## config.mk

```make
export PLATFORM = sky130hd
export DESIGN_NAME = rob_commit_flat
export DESIGN_NICKNAME = d
export VERILOG_FILES = /design/src/rtl/rob_commit_pkg.sv /design/src/rtl/rob_commit_if.sv /design/src/rtl/rob_commit_ptr.sv /design/src/rtl/rob_commit.sv /design/src/flat_wrapper.sv
export SDC_FILE = /design/constraint.sdc
export NUM_CORES = 1
export LEC_CHECK = 0
export ABC_CLOCK_PERIOD_IN_PS = 12580
export CAP_MARGIN = 20
export CORE_ASPECT_RATIO = 0.8
export CORE_MARGIN = 4
export CORE_UTILIZATION = 48
export DETAILED_ROUTE_END_ITERATION = 16
export PLACE_DENSITY = 0.66
export SETUP_SLACK_MARGIN = 0.5
export SYNTH_ARGS = -nofsm -noshare
export SYNTH_HDL_FRONTEND = slang
export SYNTH_HIERARCHICAL = 1
export SYNTH_SLANG_ARGS = --single-unit
```

## constraint.sdc

```tcl
create_clock -name clk1 -period 12.58 [get_ports clk1]
set_input_delay 2.516 -clock clk1 [delete_from_list [all_inputs] [get_ports clk1]]
set_output_delay 2.516 -clock clk1 [all_outputs]
set_load 0.005 [all_outputs]
```

## src/rtl/rob_commit_pkg.sv

```systemverilog
// Shared Tomasulo definitions: opcodes, ROB sizing, entry layout, op classes.
// Optional build macro for the ROB: ROB_BYPASS_EN (CDB-to-commit forwarding).
package tomasulo_pkg;

    localparam int DEPTH  = 8;
    localparam int IDX_W  = 3;
    localparam int DATA_W = 16;
    localparam int ADDR_W = 8;

    localparam logic [3:0] OP_ADD  = 4'b0000;
    localparam logic [3:0] OP_SUB  = 4'b0001;
    localparam logic [3:0] OP_MUL  = 4'b0010;
    localparam logic [3:0] OP_DIV  = 4'b0011;
    localparam logic [3:0] OP_LD   = 4'b0100;
    localparam logic [3:0] OP_ST   = 4'b0101;
    localparam logic [3:0] OP_BEQ  = 4'b0110;
    localparam logic [3:0] OP_BNEQ = 4'b0111;

    typedef enum logic [1:0] {
        CL_REG,
        CL_STORE,
        CL_BRANCH
    } op_class_t;

    typedef struct packed {
        logic              valid;
        logic              ready;
        logic [3:0]        func;
        logic [3:0]        rd;
        logic [DATA_W-1:0] data;
        logic [ADDR_W-1:0] addr;
        logic              taken;
    } rob_entry_t;

    // Retirement class of an opcode: register write, memory write, or branch
    function automatic op_class_t classify(input logic [3:0] f);
        op_class_t c;
        case (f)
            OP_ST:           c = CL_STORE;
            OP_BEQ, OP_BNEQ: c = CL_BRANCH;
            default:         c = CL_REG;
        endcase
        return c;
    endfunction

endpackage

```

## src/rtl/rob_commit_if.sv

```systemverilog
// Issue/CDB/retire bundle between the ROB and its neighbours.
// master = issue, CDB and regbank/memory side; slave = ROB.
interface rob_commit_if;
    import tomasulo_pkg::*;

    logic              alloc_valid;
    logic              alloc_ready;
    logic [3:0]        alloc_func;
    logic [3:0]        alloc_rd;
    logic [IDX_W-1:0]  alloc_idx;
    logic              cdb_valid;
    logic [IDX_W-1:0]  cdb_rob;
    logic [DATA_W-1:0] cdb_data;
    logic [ADDR_W-1:0] cdb_addr;
    logic              cdb_taken;
    logic              commit_valid;
    logic              commit_ready;
    logic [IDX_W-1:0]  commit_rob;
    logic [3:0]        commit_rd;
    logic [DATA_W-1:0] commit_data;
    logic              commit_we;
    logic              commit_mem_we;
    logic [ADDR_W-1:0] commit_addr;
    logic              flush;
    logic [3:0]        flush_target;
    logic [IDX_W:0]    count;

    modport master (
        output alloc_valid, alloc_func, alloc_rd,
        output cdb_valid, cdb_rob, cdb_data, cdb_addr, cdb_taken,
        output commit_ready,
        input  alloc_ready, alloc_idx,
        input  commit_valid, commit_rob, commit_rd, commit_data,
        input  commit_we, commit_mem_we, commit_addr,
        input  flush, flush_target, count
    );

    modport slave (
        input  alloc_valid, alloc_func, alloc_rd,
        input  cdb_valid, cdb_rob, cdb_data, cdb_addr, cdb_taken,
        input  commit_ready,
        output alloc_ready, alloc_idx,
        output commit_valid, commit_rob, commit_rd, commit_data,
        output commit_we, commit_mem_we, commit_addr,
        output flush, flush_target, count
    );
endinterface

```

## src/rtl/rob_commit_ptr.sv

```systemverilog
// Wrapping ROB pointer with increment and synchronous clear.
// Used for both head and tail.
module rob_ptr #(
    parameter int W = 3
) (
    input  logic         clk1,
    input  logic         rst,
    input  logic         i_inc,
    input  logic         i_clr,
    output logic [W-1:0] o_ptr
);
    logic [W-1:0] r_ptr;

    // Clear wins over increment; natural wrap at 2**W
    always_ff @(posedge clk1 or posedge rst) begin
        if (rst)        r_ptr <= '0;
        else if (i_clr) r_ptr <= '0;
        else if (i_inc) r_ptr <= r_ptr + 1'b1;
    end

    assign o_ptr = r_ptr;
endmodule

```

## src/rtl/rob_commit.sv

```systemverilog
// 8-entry reorder buffer: allocation, CDB capture, in-order retire, branch flush.
// Build macro ROB_BYPASS_EN forwards a head-tag CDB write straight to commit.
module rob_commit
    import tomasulo_pkg::*;
(
    input  logic         clk1,
    input  logic         rst,
    rob_commit_if.slave  bus
);
    localparam logic [IDX_W:0] FULL_CNT = (IDX_W+1)'(DEPTH);

    rob_entry_t        r_ent [DEPTH];
    logic [IDX_W:0]    r_count;
    logic              r_flush;
    logic [3:0]        r_flush_target;

    logic [IDX_W-1:0]  w_head;
    logic [IDX_W-1:0]  w_tail;
    rob_entry_t        w_hd;
    logic              w_byp;
    logic              w_cv;
    logic [DATA_W-1:0] w_data;
    logic [ADDR_W-1:0] w_addr;
    logic              w_taken;
    op_class_t         w_cls;
    logic              w_retire;
    logic              w_flush_now;
    logic              w_alloc;

    assign w_hd = r_ent[w_head];

`ifdef ROB_BYPASS_EN
    assign w_byp = bus.cdb_valid && (bus.cdb_rob == w_head) && w_hd.valid;
`else
    assign w_byp = 1'b0;
`endif

    // Head view, optionally overlaid with the CDB broadcast for the head tag
    always_comb begin
        w_data  = w_hd.data;
        w_addr  = w_hd.addr;
        w_taken = w_hd.taken;
        if (w_byp) begin
            w_data  = bus.cdb_data;
            w_addr  = bus.cdb_addr;
            w_taken = bus.cdb_taken;
        end
    end

    assign w_cv        = w_hd.valid && (w_hd.ready || w_byp);
    assign w_cls       = classify(w_hd.func);
    assign w_retire    = w_cv && bus.commit_ready;
    assign w_flush_now = w_retire && (w_cls == CL_BRANCH) && w_taken;

    assign bus.alloc_ready = (r_count != FULL_CNT) && !w_flush_now;
    assign w_alloc         = bus.alloc_valid && bus.alloc_ready;
    assign bus.alloc_idx   = w_tail;

    assign bus.commit_valid  = w_cv;
    assign bus.commit_rob    = w_head;
    assign bus.commit_rd     = w_cv ? w_hd.rd : 4'd0;
    assign bus.commit_data   = w_cv ? w_data : '0;
    assign bus.commit_addr   = w_cv ? w_addr : '0;
    assign bus.commit_we     = w_cv && (w_cls == CL_REG);
    assign bus.commit_mem_we = w_cv && (w_cls == CL_STORE);

    assign bus.flush        = r_flush;
    assign bus.flush_target = r_flush_target;
    assign bus.count        = r_count;

    rob_ptr #(.W(IDX_W)) u_head (
        .clk1  (clk1),
        .rst   (rst),
        .i_inc (w_retire),
        .i_clr (w_flush_now),
        .o_ptr (w_head)
    );

    rob_ptr #(.W(IDX_W)) u_tail (
        .clk1  (clk1),
        .rst   (rst),
        .i_inc (w_alloc),
        .i_clr (w_flush_now),
        .o_ptr (w_tail)
    );

    // Entry array: flush drops everything, else CDB capture, retire, allocate
    always_ff @(posedge clk1 or posedge rst) begin
        if (rst) begin
            for (int i = 0; i < DEPTH; i++) r_ent[i] <= '0;
        end else if (w_flush_now) begin
            for (int i = 0; i < DEPTH; i++) begin
                r_ent[i].valid <= 1'b0;
                r_ent[i].ready <= 1'b0;
            end
        end else begin
            if (bus.cdb_valid && r_ent[bus.cdb_rob].valid) begin
                r_ent[bus.cdb_rob].data  <= bus.cdb_data;
                r_ent[bus.cdb_rob].addr  <= bus.cdb_addr;
                r_ent[bus.cdb_rob].taken <= bus.cdb_taken;
                r_ent[bus.cdb_rob].ready <= 1'b1;
            end
            if (w_retire) begin
                r_ent[w_head].valid <= 1'b0;
                r_ent[w_head].ready <= 1'b0;
            end
            if (w_alloc) begin
                r_ent[w_tail].valid <= 1'b1;
                r_ent[w_tail].ready <= 1'b0;
                r_ent[w_tail].func  <= bus.alloc_func;
                r_ent[w_tail].rd    <= bus.alloc_rd;
            end
        end
    end

    // Occupancy: alloc and retire in the same cycle cancel out
    always_ff @(posedge clk1 or posedge rst) begin
        if (rst)              r_count <= '0;
        else if (w_flush_now) r_count <= '0;
        else if (w_alloc && !w_retire) r_count <= r_count + 1'b1;
        else if (w_retire && !w_alloc) r_count <= r_count - 1'b1;
    end

    // One-cycle flush pulse; target held until the next taken branch
    always_ff @(posedge clk1 or posedge rst) begin
        if (rst) begin
            r_flush        <= 1'b0;
            r_flush_target <= 4'd0;
        end else begin
            r_flush <= w_flush_now;
            if (w_flush_now) r_flush_target <= w_hd.rd;
        end
    end
endmodule

```

## src/flat_wrapper.sv

```systemverilog
// flat-port wrapper written by rule: the top's interface ports become plain ports
module rob_commit_flat import tomasulo_pkg::*;
  (clk1, rst, bus_alloc_valid, bus_alloc_func, bus_alloc_rd, bus_cdb_valid, bus_cdb_rob, bus_cdb_data, bus_cdb_addr, bus_cdb_taken, bus_commit_ready, bus_alloc_ready, bus_alloc_idx, bus_commit_valid, bus_commit_rob, bus_commit_rd, bus_commit_data, bus_commit_we, bus_commit_mem_we, bus_commit_addr, bus_flush, bus_flush_target, bus_count);
  rob_commit_if bus_i ();
  input  logic clk1;
  input  logic rst;
  input wire logic [$bits(bus_i.alloc_valid)-1:0] bus_alloc_valid;
  input wire logic [$bits(bus_i.alloc_func)-1:0] bus_alloc_func;
  input wire logic [$bits(bus_i.alloc_rd)-1:0] bus_alloc_rd;
  input wire logic [$bits(bus_i.cdb_valid)-1:0] bus_cdb_valid;
  input wire logic [$bits(bus_i.cdb_rob)-1:0] bus_cdb_rob;
  input wire logic [$bits(bus_i.cdb_data)-1:0] bus_cdb_data;
  input wire logic [$bits(bus_i.cdb_addr)-1:0] bus_cdb_addr;
  input wire logic [$bits(bus_i.cdb_taken)-1:0] bus_cdb_taken;
  input wire logic [$bits(bus_i.commit_ready)-1:0] bus_commit_ready;
  output wire logic [$bits(bus_i.alloc_ready)-1:0] bus_alloc_ready;
  output wire logic [$bits(bus_i.alloc_idx)-1:0] bus_alloc_idx;
  output wire logic [$bits(bus_i.commit_valid)-1:0] bus_commit_valid;
  output wire logic [$bits(bus_i.commit_rob)-1:0] bus_commit_rob;
  output wire logic [$bits(bus_i.commit_rd)-1:0] bus_commit_rd;
  output wire logic [$bits(bus_i.commit_data)-1:0] bus_commit_data;
  output wire logic [$bits(bus_i.commit_we)-1:0] bus_commit_we;
  output wire logic [$bits(bus_i.commit_mem_we)-1:0] bus_commit_mem_we;
  output wire logic [$bits(bus_i.commit_addr)-1:0] bus_commit_addr;
  output wire logic [$bits(bus_i.flush)-1:0] bus_flush;
  output wire logic [$bits(bus_i.flush_target)-1:0] bus_flush_target;
  output wire logic [$bits(bus_i.count)-1:0] bus_count;
  assign bus_i.alloc_valid = bus_alloc_valid;
  assign bus_i.alloc_func = bus_alloc_func;
  assign bus_i.alloc_rd = bus_alloc_rd;
  assign bus_i.cdb_valid = bus_cdb_valid;
  assign bus_i.cdb_rob = bus_cdb_rob;
  assign bus_i.cdb_data = bus_cdb_data;
  assign bus_i.cdb_addr = bus_cdb_addr;
  assign bus_i.cdb_taken = bus_cdb_taken;
  assign bus_i.commit_ready = bus_commit_ready;
  assign bus_alloc_ready = bus_i.alloc_ready;
  assign bus_alloc_idx = bus_i.alloc_idx;
  assign bus_commit_valid = bus_i.commit_valid;
  assign bus_commit_rob = bus_i.commit_rob;
  assign bus_commit_rd = bus_i.commit_rd;
  assign bus_commit_data = bus_i.commit_data;
  assign bus_commit_we = bus_i.commit_we;
  assign bus_commit_mem_we = bus_i.commit_mem_we;
  assign bus_commit_addr = bus_i.commit_addr;
  assign bus_flush = bus_i.flush;
  assign bus_flush_target = bus_i.flush_target;
  assign bus_count = bus_i.count;
  rob_commit u_core (.clk1(clk1), .rst(rst), .bus(bus_i));
endmodule
```

==> impl_results.md <==
- Status: completed
- Clk pin slew, worst setup/hold paths: 60 ps
- Fin Clk Skew: 9.45 ps
- Max_cap viols: 0
- Tmin final: 7310 ps
- GRT Overall Usage: 22.6%
- Worst Path Max Fanout: 9
- Residual DRC: 0
- Area growth syn-to-layout: 15.9%
- Vias in the first global route: 9367
- Area contributors post-synth: dfrtp_1, mux2_2, o221ai_1, o22ai_1, mux4_2
- Setup-failing EPs final: 0
- Period utilization: 58.1%
- Yosys warns: 6
- Mean Syn Cell Area: 13.4 um^2
- Cell mode on critical path: clkdlybuf4s50_1
- Antenna Nets Post-Route: 0
- Worst path slowest cell: or4_1
- Mapped Area: 0.0136 mm^2
- Relative slew margins: 21.1%
- CTS tree: built
- Vias: 9100
- Critical path required time: 10060 ps
- Asr flop ratio synth: 100%
- Peak VDD IR: 0.125 mV
- Number of port buffers: 87
- Hold_buf cts: 0
- CP Capture Type: output pin
- Mapped Cells: 1017
- Hold Crit Class: flop to flop
- Antenna fix cells: 0
- Pre-CTS WS: 5310 ps
- Library cells used by synthesis: 64
- #FFs+latches synth: 295
- Resized cells post-CTS: 0
- Inserted Clock Buffers: 30
- Initial antenna violation count: 0
- Die Y: 159 um
- WP data arrival: 4790 ps
- Post-DP HPWL: 21100 um
- Die area: 0.0311 mm^2
- CP Cell Sequence: clkdlybuf4s50_1 > o21ai_0 > or4_1 > nor2_2 > nor2b_1 > clkdlybuf4s50_1
- Final hold violation count: 0
- CTS H-tree lvls: 1
- Die Span X: 196 um
- Root Driver: clkbuf_16
- PwrDens: 275 mW/mm^2
- Drt total wl: 35100 um
- First-pass GRT wire length: 55600 um
- Min setup slack post-route: 5270 ps
- Slew @ Worst Pin: 1180 ps
- Leading area contributor after synthesis: dfrtp_1
- Leak: 6.48 nW
- Total clock sinks: 295
- Setup bufs post-CTS: 0
- CP Class: input pin to output pin
- Most common flop cell mapped by yosys: dfrtp_1
- Number of synthesized flops with an enable pin: 0
- Layout cells sized above 1: 34.0%
- Global route overflow: 0
- Vias/cell: 6.14
- Worst reg2reg setup slack: 8450 ps
- Syn_nets: 1063
- Final Slew Violations: 0
- Top cell type's share of synthesized area: 54.3%
- WL/cell: 23.6 um
- Starting Density: 49.3%
- Largest stage delay on the critical path: 800 ps
- RSZ-0062 raised after global routing: false
- Drt first pass iters: 5
- Clock tree buffer depth: 3
- Initial DRC Count: 709
- IO Count: 88
- Max Freq: 137 MHz
- Pin count of the biggest net entering global routing: 174
- Clk_lat worst skew: 550 ps
- Crit start category: input pin
- Site row count: 54
- Area of the core: 0.0276 mm^2
- Global placement routability congestion: 0.879
- Seq/Total Area, Yosys: 54.3%
- Final net count: 1141
- TNS Setup: 0 ps
[worst paths after layout]
kind                                         from                      to  depth (start not counted)
max                              bus_commit_ready         bus_alloc_ready                          6
min                              u_core/r_ent[50]        u_core/r_ent[50]                          1
max reg2reg                u_core/u_head/o_ptr[1]       u_core/r_ent[268]                          7
min reg2reg                      u_core/r_ent[50]        u_core/r_ent[50]                          1
max in group asynchronous                     rst        u_core/r_ent[10]                          3
min in group asynchronous                     rst  u_core/u_tail/o_ptr[0]                          2
[worst max-delay path: cells and delay by family]
family / cells / cell delay, ps
buf+inv: 2 / 1000
simple gates: 3 / 1100
compound gates: 1 / 160
[where the power goes]
| part | switching [mW] | internal (mW) |
|---|---|---|
| sequential | 0.260 | 1.43 |
| combinational | 0.880 | 0.911 |
| clock | 0.363 | 0.493 |
[logic make-up after synthesis]
kind of cell / after synthesis / share of synthesized area, %
buffers and inverters: 77 / 2.93
adder cells (fa/ha/maj): 5 / 0.516
flip-flops: 295 / 54.3
XOR/XNOR: 3 / 0.193
AO/OA/AOI/OAI: 181 / 10.2
multiplexers: 306 / 26.1
AND/OR/NAND/NOR: 150 / 5.75
[final cells by class]
cell class | count | area (um^2)
Sequential cell | 295 | 7390
Timing Repair Buffer | 104 | 1040
Clock buffer | 47 | 906
Clock inverter | 9 | 52.6
Fill cell | 2280 | 11800
Tap cell | 364 | 455
Multi-Input combinational cell | 645 | 5830
Inverter | 19 | 78.8
[registers in the layout, indices dropped and copies added, names as in the netlist]
register / count
u_core/bus.count: 4
u_core/bus.flush: 1
u_core/bus.flush_target: 4
u_core/r_ent: 280
u_core/u_head/o_ptr: 3
u_core/u_tail/o_ptr: 3
[synth_stat cells (all sizes together) (2+ instances only)]
library cell / number
ha: 4
a32oi: 2
o41a: 2
nand2: 32
xnor2: 3
a21bo: 2
a2111oi: 4
or4: 3
nor4: 16
nor2b: 5
mux2i: 11
o221ai: 33
dfrtp: 295
nor2: 33
and3: 3
nor3b: 6
a221oi: 7
nand4: 3
a22oi: 3
inv: 19
clkbuf: 25
a211oi: 6
mux2: 285
o21ai: 18
buf: 33
nand2b: 3
mux4: 10
a21oi: 33
nor3: 11
nand3b: 9
a2bb2oi: 2
a31oi: 3
o22ai: 43
o22a: 12
nand3: 19
[metal layers]
layer  vias to the layer above  routed length (um)  GRT usage (%)
met3                        56                1920           3.93
met1                      4762               16600           33.7
met4                         0                 714           5.22
met2                       263               15800           35.1
met5                         -                   0              0
li1                       4019                   -              -
[layout by cell type (no fill, tap or decap), types with 10 or more instances in the layout]
cell type	n
clkbuf_16	31
nand2_1	32
nor2_1	32
inv_1	18
dfrtp_1	292
nor3_1	10
o21ai_0	11
buf_4	14
a21oi_1	24
mux2_2	280
mux2i_1	11
o22ai_1	43
o22a_1	12
nand3_1	19
mux4_2	10
clkdlybuf4s50_1	87
nor4_1	15
o221ai_1	33
[stage by stage]
stage / utilization (%) / hold slack [ps] / area, um^2 / total power, mW / instances
detailed placement: 53.6 / 475 / 14800 / 3.48 / 1426
CTS: 57.0 / 490 / 15700 / 4.35 / 1482
global route: 57.1 / 506 / 15800 / 4.59 / 1483
finish: 57.1 / 490 / 15800 / 4.33 / 1483
global placement: 53.5 / 471 / 14700 / 3.42 / 1425
floorplan: - / 458 / 13600 / 2.83 / 1017
Power figures use the tool's default switching activity.
==> variant 1 (same flow settings) <==
Build with the macro `ROB_BYPASS_EN` defined.
--- a/src/rtl/rob_commit.sv
+++ b/src/rtl/rob_commit.sv
@@ -1,5 +1,7 @@
 // 8-entry reorder buffer: allocation, CDB capture, in-order retire, branch flush.
 // Build macro ROB_BYPASS_EN forwards a head-tag CDB write straight to commit.
+`define ROB_BYPASS_EN
+
 module rob_commit
     import tomasulo_pkg::*;
 (
Behaviour: not the same (a bounded check fails within 4 cycles, from zero or initial values and one cycle with rst high).
==> variant 1 against the original RTL <==
Cell area up 4.9%; non-clock buffer count increased by 5; global-route usage shrank 0.16 points; largest power group unchanged; synthesized area grew 5.1%; combinational power is 2% higher; utilization decreased by 0.73 points; largest cell class unchanged; total power rose by 3.0%; sequential cell count did not move; first-iteration DRC count decreased by 26%; routed wire length is 5.9% higher; worst setup slack got worse by 0.83 ns.
==> variant 1: results (changes against the original RTL) <==
- Result of the run: completed (unchanged)
- Share of the yosys chip area belonging to registers: 0.517 (was 0.543)
- Fraction of final layout cells sized beyond drive strength 1: 0.332 (was 0.340)
- Root Driver: clkbuf_16 (unchanged)
- Cells resized by post-CTS repair: 0 (unchanged)
- Number of flip-flops in the largest register: 280 (unchanged)
- Post-DP Area: 15400 sq um (was 14800 sq um)
- Static power due to leakage: 0.00700 uW (was 0.00648 uW)
- Setup Fix Bufs, Post-CTS: 0 (unchanged)
- Worst-case vdd ir drop: 0.136 mV (was 0.125 mV)
- First drt pass iteration count: 7 (was 5)
- Placed Cells incl. Taps: 1516 (was 1426)
- Number of buffers inserted during clock tree synthesis: 30 (unchanged)
- Buffer levels on the longest clock path: 3 (unchanged)
- Final HPWL from detailed placement: 22500 microns (was 21100 microns)
- Detailed-route wire length: 37100 microns (was 35100 microns)
- Number of buffers added on ports: 87 (unchanged)
- Overflow after GRT: 0 (unchanged)
- Vias in the first global route: 9644 (was 9367)
- Proportion of register bits with asynchronous set or reset after synthesis: 1.00 (unchanged)
- Nets: 1219 (was 1141)
- Top cells by area in the synthesized netlist: dfrtp_1 52%, mux2_2 21%, mux2i_1 2.2% (was dfrtp_1 54%, mux2_2 23%, o221ai_1 2.1%)
- Count of warnings emitted by yosys: 6 (unchanged)
- Kind of cell adding the most delay to the critical path: buffers and inverters (was simple AND/OR/NAND/NOR gates)
- Worst clock skew: 0.00933 ns (was 0.00945 ns)
- Net count of the mapped netlist: 1147 (was 1063)
- Slowest Stage Delay on Critical Path: 0.70 ns (was 0.80 ns)
- Number of antenna violations at the first check in global routing: 0 (unchanged)
- Detailed router's first-iteration violation count: 528 (was 709)
- Maximum fanout count along the critical path: 26 (was 9)
- Number of distinct library cells after synthesis: 64 (unchanged)
- Number of vias per cell: 6.05 (was 6.14)
- Post-synth EDFFs: 0 (unchanged)
- Register ranked first by flip-flop count: u_core/r_ent (unchanged)
- Diodes inserted: 0 (unchanged)
- Hold/Removal Path Class: register to register (unchanged)
- Slowest stage cell on the critical path: clkdlybuf4s50_1 (was or4_1)
- H-tree levels: 1 (unchanged)
- Maximum number of pins on one net before global-route repair: 81 (was 174)
- Total Routing Usage GR: 0.225 (was 0.226)
- Clock Latency Late Sink: 0.55 ns (about the same)
- First-pass GRT wire length: 57700 microns (was 55600 microns)
- Clock transition at the registers of the reported paths: 0.06 ns (about the same)
- Synth top cells by count: 295 x dfrtp_1, 270 x mux2_2, 59 x nand2_1, 54 x o21ai_0, 38 x o22ai_1 (was 295 x dfrtp_1, 280 x mux2_2, 43 x o22ai_1, 33 x o221ai_1)
- Final routed wire length divided by cell count: 23.6 microns (about the same)
- Final GP Congestion: 0.846 (was 0.879)
- Pre-CTS setup slack: 4.52 ns (was 5.31 ns)
- Slew at the pin closest to its max-slew limit: 0.955 ns (was 1.18 ns)
- Post-Synthesis Mean Instance Area: 13.0 sq um (was 13.4 sq um)
## variant 1: changes by cell type in the layout (fill, tap and decap cells not counted), sizes merged, moves of 6 or more
cell and change:
nand2 +27, a21oi +12, nand3 -12, nor4 -15, mux2i +21, o221ai -6
mux2 +18, o21ai +41
## variant 1: kinds of logic after synthesis
family	Yosys count	share of synthesized area
flip-flops	295	0.517
multiplexers	345	0.284
AO/OA/AOI/OAI	218	0.108
adder cells (fa/ha/maj)	5	0.00491
buffers and inverters	83	0.0322
XOR/XNOR	6	0.00368
AND/OR/NAND/NOR	149	0.0502
## variant 1: layout make-up
cell class	instances	area (sq um)
clock buffers	47	936
clock inverters	9	120
fillers	2455	12800
inverters	14	60.1
multi-input cells	723	6470
flip-flops and latches	295	7390
well taps	377	472
repair buffers	109	1080
## variant 1: where the power goes
part           leakage (uW)  total (uW)  switching, uW  internal (uW)
clock network      0.000527         934            364            569
logic               0.00287        1830            891            938
registers           0.00361        1700            300           1400
total               0.00700        4460           1560           2910
## variant 1: worst paths after layout
check                                        from                endpoint  slack (ns)  cells after the start
min in group asynchronous                     rst  u_core/u_tail/o_ptr[1]        2.45                      2
max in group asynchronous                     rst       u_core/r_ent[150]        8.10                      5
max                                bus_cdb_rob[1]       bus_commit_mem_we        4.45                      8
max reg2reg                u_core/u_head/o_ptr[2]       u_core/r_ent[186]        7.94                      9
min reg2reg                      u_core/r_ent[45]        u_core/r_ent[45]        0.49                      1
min                              u_core/r_ent[45]        u_core/r_ent[45]        0.49                      1
## variant 1: layer usage
| metal | routed length [microns] | GRT usage |
|---|---|---|
| met1 | 17500 | 0.334 |
| met2 | 16800 | 0.353 |
| met3 | 1910 | 0.0341 |
| met4 | 872 | 0.0525 |
| met5 | 0 | 0 |
==> variant 2 (config.mk and constraints unchanged) <==
Made on the original files. Make the reset (`rst`) synchronous in 4 clocked blocks.
--- a/src/rtl/rob_commit_ptr.sv
+++ b/src/rtl/rob_commit_ptr.sv
@@ -12,7 +12,7 @@
     logic [W-1:0] r_ptr;
 
     // Clear wins over increment; natural wrap at 2**W
-    always_ff @(posedge clk1 or posedge rst) begin
+    always_ff @(posedge clk1) begin
         if (rst)        r_ptr <= '0;
         else if (i_clr) r_ptr <= '0;
         else if (i_inc) r_ptr <= r_ptr + 1'b1;
--- a/src/rtl/rob_commit.sv
+++ b/src/rtl/rob_commit.sv
@@ -85,7 +85,7 @@
     );
 
     // Entry array: flush drops everything, else CDB capture, retire, allocate
-    always_ff @(posedge clk1 or posedge rst) begin
+    always_ff @(posedge clk1) begin
         if (rst) begin
             for (int i = 0; i < DEPTH; i++) r_ent[i] <= '0;
         end else if (w_flush_now) begin
@@ -114,7 +114,7 @@
     end
 
     // Occupancy: alloc and retire in the same cycle cancel out
-    always_ff @(posedge clk1 or posedge rst) begin
+    always_ff @(posedge clk1) begin
         if (rst)              r_count <= '0;
         else if (w_flush_now) r_count <= '0;
         else if (w_alloc && !w_retire) r_count <= r_count + 1'b1;
@@ -122,7 +122,7 @@
     end
 
     // One-cycle flush pulse; target held until the next taken branch
-    always_ff @(posedge clk1 or posedge rst) begin
+    always_ff @(posedge clk1) begin
         if (rst) begin
             r_flush        <= 1'b0;
             r_flush_target <= 4'd0;
Check against the original RTL: not settled (the Yosys comparison gave no result); the edit may change what the design does.
==> variant 2 against the original RTL <==
Sequential cell count unchanged; worst setup slack lost 0.21 ns; sequential share of layout area grew 7.5 points; count of clock-buffer cells in the layout shrank 12; synthesized area decreased by 1.3%; via count fell by 2.3%; fmax decreased by 2.8%; non-clock buffer count is 16 higher; utilization grew 0.16 points; routed wire length grew 1.2%; cell area is 0.21% lower.
Power is not compared: it rests on default switching activity, and its combinational part moved more than twofold at a synthesized area within 25%.
==> variant 2: results (changes against the original RTL) <==
- Hold/Removal Path Class: register to register (unchanged)
- Maximum number of pins on one net before global-route repair: 46 (was 174)
- Post-DP Area: 14700 sq um (was 14800 sq um)
- Vias after detailed routing: 8890 (was 9100)
- Met3 layer wire length in the routed design: 2830 microns (was 1920 microns)
- Slew at the pin closest to its max-slew limit: 0.968 ns (was 1.18 ns)
- Power density cells: ~140 nW/um^2
- Detailed router's first-iteration violation count: 880 (was 709)
- Total Routing Usage GR: 0.227 (was 0.226)
- Slowest Stage Delay on Critical Path: 0.60 ns (was 0.80 ns)
- Fraction of final layout cells sized beyond drive strength 1: 0.104 (was 0.340)
- Vias in the first global route: 8802 (was 9367)
- Synthesized-area fraction occupied by ao, oa, aoi and oai cells: 0.104 (was 0.102)
- Slowest stage cell on the critical path: inv_2 (was or4_1)
- Proportion of register bits with asynchronous set or reset after synthesis: 0 (was 1.00)
- Synth top cells by count: 268 x and2_1, 264 x edfxtp_1, 71 x o22ai_1, 36 x clkbuf_1, 31 x dfxtp_1 (was 295 x dfrtp_1, 280 x mux2_2, 43 x o22ai_1, 33 x o221ai_1)
- Detailed-route wire length: 35500 microns (was 35100 microns)
- Number of distinct library cells after synthesis: 63 (was 64)
- First-pass GRT wire length: 53700 microns (was 55600 microns)
- Kind of cell adding the most delay to the critical path: buffers and inverters (was simple AND/OR/NAND/NOR gates)
- Share of the yosys chip area belonging to registers: 0.637 (was 0.543)
- Maximum fanout count along the critical path: 34 (was 9)
- Signal arrival time at the worst endpoint: 5.00 ns (was 4.79 ns)
- Nets: 1166 (was 1141)
- Post-synth EDFFs: 264 (was 0)
- Result of the run: completed (unchanged)
- Setup Fix Bufs, Post-CTS: 0 (unchanged)
- Final GP Congestion: 0.807 (was 0.879)
- Final HPWL from detailed placement: 20400 microns (was 21100 microns)
- Top cells by area in the synthesized netlist: edfxtp_1 59%, and2_1 12%, dfxtp_1 4.6% (was dfrtp_1 54%, mux2_2 23%, o221ai_1 2.1%)
- Parity-gate share of the synthesized area counting xor and xnor cells: 0.00392 (was 0.00193)
- Met2 WL: 15700 microns (was 15800 microns)
- Mux cell area share after synthesis: 0.0207 (was 0.261)
- Adder-cell area share of the yosys netlist: 0.00615 (was 0.00516)
- Worst clock skew: 0.0114 ns (was 0.00945 ns)
- Net count of the mapped netlist: 1083 (was 1063)
- Sum of routed wire segments on met1: 16300 microns (was 16600 microns)
- Register ranked first by flip-flop count: u_core/r_ent (unchanged)
variant 2: changes by cell type after synthesis, moves of 12 or more:
cell      unedited run  this run
mux2_2             280         0
and2_1               1       268
nand2b_1             2        21
edfxtp_1             0       264
dfrtp_1            295         0
buf_2                9        21
o22ai_1             43        71
o221ai_1            33        15
dfxtp_1              0        31
inv_1               19         7
buf_4               16         4
variant 2: tightest hold or removal path, cell delays in order, from the launching register on:
cell,delay [ns]
dfxtp_1,0.32
o21ai_0,0.07
o21bai_1,0.06
variant 2: final cells by class:
cell class,instances,area (sq um)
Fill cell,2232,11700
Clock inverter,20,200
Inverter,9,33.8
Timing Repair Buffer,120,1120
Multi-Input combinational cell,663,4570
Sequential cell,295,8550
Tap cell,364,455
Clock buffer,35,791
variant 2: logic make-up after synthesis:
kind of cell,after synthesis
fa+ha+maj,6
compound gates,191
simple gates,441
mux,19
buf+inv,78
xor+xnor,6
flops,295
variant 2: stage by stage:
step | setup WS, ns | instances | hold slack (ns) | util
detailed placement | 5.07 | 1451 | 0.488 | 0.537
CTS | 5.07 | 1506 | 0.500 | 0.573
global placement | 5.13 | 1451 | 0.476 | 0.537
finish | 5.06 | 1506 | 0.499 | 0.573
floorplan | 6.55 | 1036 | 0.459 | -
global route | 4.88 | 1506 | 0.525 | 0.573
variant 2: worst paths after layout:
check	startpoint	endpoint	cells past startpoint	slack [ns]
max reg2reg	u_core/u_head/o_ptr[2]	u_core/bus.count[3]	16	8.20
min	u_core/r_ent[5][34]	u_core/r_ent[5][34]	2	0.50
max	bus_commit_ready	bus_alloc_ready	9	5.06
min reg2reg	u_core/r_ent[5][34]	u_core/r_ent[5][34]	2	0.50
variant 2: layer usage:
metal	track usage	vias to the layer above
met5	0	-
met4	0.0528	0
met3	0.0330	49
met2	0.349	385
met1	0.345	4434
li1	-	4022
